**src/rtl/sd_converter.sv**
```systemverilog
// Stochastic-to-digital converter: counts ones over a 2^PRECISION-sample window
// and delivers the saturated count through a one-entry valid/ready output register.
module sd_converter #(
  parameter int PRECISION = 8
) (
  input  logic                 clk,
  input  logic                 rst,
  input  logic                 start,
  input  logic                 in_valid,
  input  logic                 in,
  output logic [PRECISION-1:0] out,
  output logic                 out_valid,
  input  logic                 out_ready,
  output logic                 busy,
  output logic                 overrun,
  output logic [0:0]           o_dbg_state
);

  // Output handshake: a result transfers on any rising edge where out_valid=1 and
  // out_ready=1; while out_valid=1 and out_ready=0, out and out_valid are frozen.

  localparam logic [0:0] S_IDLE  = 1'b0;
  localparam logic [0:0] S_ACCUM = 1'b1;

  localparam logic [PRECISION:0] C_LAST = {1'b0, {PRECISION{1'b1}}};
  localparam logic [PRECISION:0] C_ONE  = {{PRECISION{1'b0}}, 1'b1};

  logic [0:0]           r_state;
  logic [PRECISION:0]   r_ones;
  logic [PRECISION:0]   r_cnt;
  logic [PRECISION-1:0] r_out;
  logic                 r_out_valid;
  logic                 r_overrun;

  logic                 w_done;
  logic                 w_start_ok;
  logic [PRECISION:0]   w_ones_next;
  logic [PRECISION-1:0] w_result;

  always_comb begin
    w_start_ok  = (r_state == S_IDLE) && start;
    w_done      = (r_state == S_ACCUM) && in_valid && (r_cnt == C_LAST);
    w_ones_next = r_ones + {{PRECISION{1'b0}}, in};
    // A window of all ones counts to 2^PRECISION, which does not fit the result.
    w_result    = w_ones_next[PRECISION] ? {PRECISION{1'b1}} : w_ones_next[PRECISION-1:0];
  end

  always_ff @(posedge clk or negedge rst) begin
    if (!rst) begin
      r_state <= S_IDLE;
      r_ones  <= '0;
      r_cnt   <= '0;
    end else begin
      case (r_state)
        S_IDLE: begin
          if (start) begin
            r_state <= S_ACCUM;
            r_ones  <= '0;
            r_cnt   <= '0;
          end
        end
        S_ACCUM: begin
          if (in_valid) begin
            r_cnt  <= r_cnt + C_ONE;
            r_ones <= w_ones_next;
            if (r_cnt == C_LAST) begin
              r_state <= S_IDLE;
            end
          end
        end
        default: r_state <= S_IDLE;
      endcase
    end
  end

  always_ff @(posedge clk or negedge rst) begin
    if (!rst) begin
      r_out       <= '0;
      r_out_valid <= 1'b0;
      r_overrun   <= 1'b0;
    end else begin
      if (w_start_ok) begin
        r_overrun <= 1'b0;
      end
      // A result may load into a full register only if the old one leaves this edge.
      if (w_done) begin
        if (!r_out_valid || out_ready) begin
          r_out       <= w_result;
          r_out_valid <= 1'b1;
        end else begin
          r_overrun <= 1'b1;
        end
      end else if (r_out_valid && out_ready) begin
        r_out_valid <= 1'b0;
      end
    end
  end

  assign out         = r_out;
  assign out_valid   = r_out_valid;
  assign busy        = (r_state == S_ACCUM);
  assign overrun     = r_overrun;
  assign o_dbg_state = r_state;

endmodule

```
**config.mk**
```make
export PLATFORM = sky130hd
export DESIGN_NAME = sd_converter
export DESIGN_NICKNAME = d
export VERILOG_FILES = /design/src/rtl/sd_converter.sv
export SDC_FILE = /design/constraint.sdc
export NUM_CORES = 1
export LEC_CHECK = 0
export BUFFER_PORTS_ARGS = -buffer_cell sky130_fd_sc_hd__buf_2
export CAP_MARGIN = 40
export CORE_MARGIN = 2
export CORE_UTILIZATION = 45
export CTS_CLUSTER_SIZE = 20
export DETAILED_ROUTE_END_ITERATION = 12
export MAX_ROUTING_LAYER = met4
export PLACE_DENSITY = 0.73
export SLEW_MARGIN = 30
export SYNTH_ARGS = -nofsm -noshare
export SYNTH_HDL_FRONTEND = slang
export SYNTH_SLANG_ARGS = --single-unit
```
**constraint.sdc**
```tcl
create_clock -name clk -period 2 [get_ports clk]
set_input_delay 0.3 -clock clk [delete_from_list [all_inputs] [get_ports clk]]
set_output_delay 0.3 -clock clk [all_outputs]
set_load 0.03 [all_outputs]
```
Word-level counts from Yosys, hierarchy flattened
Index checks and enable logic that the tools add are counted.

cells by class
  equality and inequality tests = 4
  add/subtract/negate cells = 2
  bitwise operators = 1
  reductions and logical operators = 10
  multiplexer cells = 16

operators with widths
  operator                                                                  count
  9-bit case mux with 2 select lines                                        2
  9-bit two-way mux                                                         3
  9-bit by 1-bit adder with 9-bit output                                    1
  9-bit by 1-bit adder with 9-bit output (second input constant)            1
  9-bit by 8-bit == test with 1-bit output (second input constant)          1
  1-bit two-way mux                                                         9
  8-bit two-way mux                                                         1
  2-bit AND reduction                                                       3
  1-bit logical AND                                                         4
  2-bit inequality test (second input constant)                             2
  2-bit by 1-bit inequality test with 1-bit output (second input constant)  1
  1-bit case mux with 2 select lines                                        1
  2-bit nonzero test                                                        1
  1-bit logical NOT                                                         1
  1-bit logical OR                                                          1
  1-bit NOT                                                                 1

word-level totals
  output and inout port bits = 12
  register bits after elaboration = 29

Depth between registers and ports, before layout
  depth after elaboration = 5
  gate-level depth with buffers = 7
  mapped depth without buffers = 6

Worst setup path before layout
Ideal clock, no wire load.

  kind = reg-to-reg
  start = register r_cnt[3]
  end = register r_out[0], in the netlist out[0]
  stages on the path, launching flop included = 8
  setup time = 0.073 ns
  path slack = 0.377 ns
  path buffers = 1
  required time = 1.927 ns
  arrival = 1.550 ns
  cell sequence = dfrtp_1 -> and4_1 -> and4_1 -> ha_1 -> and3_1 -> buf_4 -> o21a_4 -> a21oi_2

between the ends
  cells in the longest elaborated chain, start to end = 3

RTL lines
  what                                      line  text
  from (decl)                               30    logic [PRECISION:0] r_cnt;
  from (signal assigned)                    64    r_cnt <= r_cnt + C_ONE;
  9-bit by 8-bit == test with 1-bit output  42    w_done = (r_state == S_ACCUM) && in_valid && (r_cnt == C_LAST);
  1-bit logical AND                         42
  2-bit AND reduction (no source line)      -
  to (signal assigned)                      88    r_out <= w_result;
  to (decl)                                 31    logic [PRECISION-1:0] r_out;

No other way between the ends.
A chain may end at the register's enable or synchronous reset.

Worst setup path after layout
  start = register r_cnt[4]
  end = register r_out[7], in the netlist out[7]

The elaborated chain is that of the path after synthesis.

==> qor.tcl <==
set qor(status) {complete, but fails checks}
set qor(violations_in_the_final_reports) {negative hold slack}
set qor(buffer_ports.inserted) 17
set qor(first_pass_iters) 4
set qor(cts.repair_timing.setup_buffer_count) 0
set qor(n_antenna_cell) 0
set qor(critPathMostFrequentCell) {and4_1}
set qor(setup_violations) 0
set qor(crit_fanout) 9
set qor(worst-setup-path-type) {reg2reg}
set qor(cts_buffers) 5
set qor(post-route-util_pct) 52.6
set qor(final_net_count) 174
set qor(synthCells) 144
set qor(finalWirelength_um) 2610
set qor(achievable-frequency_ghz) 0.547
set qor(maxCapViolCount) 0
set qor(timing.setup.tns_ns) 0
set qor(min_period_over_period_pct) 91.4
set qor(startpoint_class) {flip-flop}
set qor(placementRows) 20
set qor(htree_num_levels) 2
set qor(grt_setup_unrepaired) {false}
set qor(clk_pin_slew_ns) 0.08
set qor(ioPinCount) 18
set qor(root_buffer) {clkbuf_4}
set qor(detailroute.via_count) 1063
set qor(critical_path.cell_chain) {and4_1 -> and4_1 -> ha_1 -> and3_1 -> o21a_4 -> a21oi_2}
set qor(hpwl_um) 1860
set qor(cell_class_contributing_the_biggest_share_of_worst_path_delay) {simple AND/OR/NAND/NOR gates}
set qor(vdd_drop_max_mv) 0.429
set qor(insertion_delay_ns) 0.33
set qor(cts.sink_count) 29
set qor(min_path_type) {in2async}
set qor(worst_ep_required_time_ns) 2.21
set qor(max_slew.worst_pin.slew_ns) 0.634
set qor(postPlaceCellArea_mm2) 0.00154
set qor(worstReg2RegEnd) {out[7]$_DFFE_PN0P_}
set qor(final_count_of_pins_violating_max_slew) 0
set qor(ys_types) 33
set qor(drc) 0
set qor(mappedNetlistArea_mm2) 0.00142
set qor(fin_crit_ns) 1.83
set qor(power-per-cell-area_mw_per_mm2) 770
set qor(final_antenna_net_count) 0
set qor(fin_total_pwr_mw) 1.23
set qor(globalRouteTotalUtil_pct) 18.5
set qor(post_cts.resized_instances) 0
set qor(first_global_vias) 1089
set qor(timing.slew.headroom_pct) 57.7
set qor(cts_tree) {built}
set qor(slowest_delay_ns) 0.44
set qor(ff2ff_setup_slack_ns) 0.17
set qor(post_drt_wl_per_cell_um) 12.5
set qor(clock_tree.buffer_depth) 2
set qor(holdWs_ns) -0.0146
set qor(synth_area_per_cell_um2) 9.86
set qor(timing.critical_path.from) {r_cnt[4]$_DFFE_PN0P_}
set qor(nFillCells) 271
set qor(setup.worst_path.end_class) {flip-flop}
set qor(yosys_register_bits) 29
set qor(die_ht_um) 60.2
set qor(post-route-cell-area_mm2) 0.00159
set qor(worst-endpoint-arrival_ns) 2.04
set qor(leading_cell_type_in_the_layout_fill_and_taps_excluded) {dfrtp_1}
set qor(total_leakage_power_nw) 0.727
set qor(critPathBufInv) 0
set qor(area.growth.synth_to_final_pct) 12.2
set qor(synth_warnings) 0
set qor(gp_congestion) 0.757
set qor(core_region_area_mm2) 0.00303
set qor(antenna_found_initial) 0
set qor(largest_net_degree_at_the_start_of_global_routing) 30
set qor(post_cts_hold_buffer_count) 0
set qor(regToRegStartpoint) {r_cnt[4]$_DFFE_PN0P_}
set qor(final_cell_mix) {dfrtp_1 (29), o21ai_0 (18), buf_2 (17)}
set qor(r2r_cells) 6
set qor(grt_remaining_overflow) 0
set qor(die_x_um) 60.2
set qor(die-area_mm2) 0.00362
set qor(synth.net_count) 154
set qor(initial_utilization_pct) 46.9
set qor(synth-seq-area-share_pct) 51.1
set qor(detail_route.vias_per_cell) 5.11
set qor(grt_first_pass_wirelength_um) 4680
set qor(share_of_post_route_cells_with_drive_strength_above_1_pct) 23.8
set qor(final-hold-violation-count) 29
set qor(cp_slowest_cell) {dfrtp_1}
set qor(finClkSkew_ns) 0.00346
set qor(drt_iter0_markers) 30
[routing by layer]
layer  GRT usage, %  vias to the layer above  share of wire (%)
met1           21.0                      483                 46
li1               -                      542                  -
met3           5.84                        6                5.0
met4           10.5                        0                2.0
met5              -                        -                  0
met2           28.6                       32                 47
[synthesized netlist by cell type]
library cell	instances	area [µm²]
nor3_1	1	5.00
and2_1	1	6.26
xnor2_1	4	35.0
and4_1	2	17.5
o21ai_1	2	10.0
and2_0	1	6.26
o21bai_1	1	7.51
a21oi_1	4	20.0
o21a_1	1	7.51
xor2_1	3	26.3
nor2_1	15	56.3
a21oi_2	9	78.8
o21ai_0	18	90.1
a31oi_1	1	6.26
a22o_1	2	17.5
o31ai_1	2	15.0
nand3_1	6	30.0
nand2_1	16	60.1
nor2b_1	1	6.26
and3_1	3	18.8
buf_2	2	10.0
and2_4	1	8.76
ha_1	4	50.1
nand4_1	2	12.5
o21a_4	1	15.0
dfrtp_1	29	726
clkbuf_1	1	3.75
nor2_2	2	12.5
inv_1	3	11.3
nand2b_1	2	12.5
and3_4	1	11.3
and4_4	1	11.3
buf_4	2	15.0
[flip-flops by register name (all words and copies together) (netlist names)]
name,count
r_cnt,9
out_valid,1
r_ones,9
out,8
overrun,1
busy,1
[worst max-delay path by stage]
stage / endpoint / slack (ns) / cells past startpoint
finish: out[7]$_DFFE_PN0P_ / 0.17 / 6
detailed placement: out[7]$_DFFE_PN0P_ / 0.20 / 6
floorplan: out[0]$_DFFE_PN0P_ / 0.38 / 7
CTS: out[7]$_DFFE_PN0P_ / 0.18 / 6
global route: out[7]$_DFFE_PN0P_ / 0.02 / 6
global placement: out[7]$_DFFE_PN0P_ / 0.25 / 6
[cell families (layout without fill, tap and decap cells)]
logic type               count (synthesis)  count (layout)  share of synthesized area [%]
buffers and inverters                    8              28                           2.82
adder cells (fa/ha/maj)                  4               4                           3.52
AO/OA/AOI/OAI                           41              41                           18.9
flip-flops                              29              29                           51.1
XOR/XNOR                                 7               7                           4.32
AND/OR/NAND/NOR                         55              55                           19.4
[through the flow]
stage / worst slack, ns / std cells
finish: 0.173 / 208
CTS: 0.180 / 208
floorplan: 0.377 / 144
detailed placement: 0.195 / 201
global route: 0.0231 / 208
global placement: 0.251 / 201
[cell type report]
cell class	count	area, µm²	area share, %
tap	44	55.1	3.45
inverter	3	11.3	0.706
multi-input combinational	107	654	41.1
clock buffer	7	55.1	3.45
sequential	29	726	45.5
timing repair buffer	18	92.6	5.81
[report_power, final]
part | switching (mW) | leakage, nW | total (mW) | internal [mW]
clock network | 0.188 | 0.0314 | 0.353 | 0.165
registers | 0.0684 | 0.390 | 0.712 | 0.643
logic | 0.0974 | 0.306 | 0.162 | 0.0641
total | 0.354 | 0.727 | 1.23 | 0.873
No activity file was read; power rests on OpenSTA's default activity.
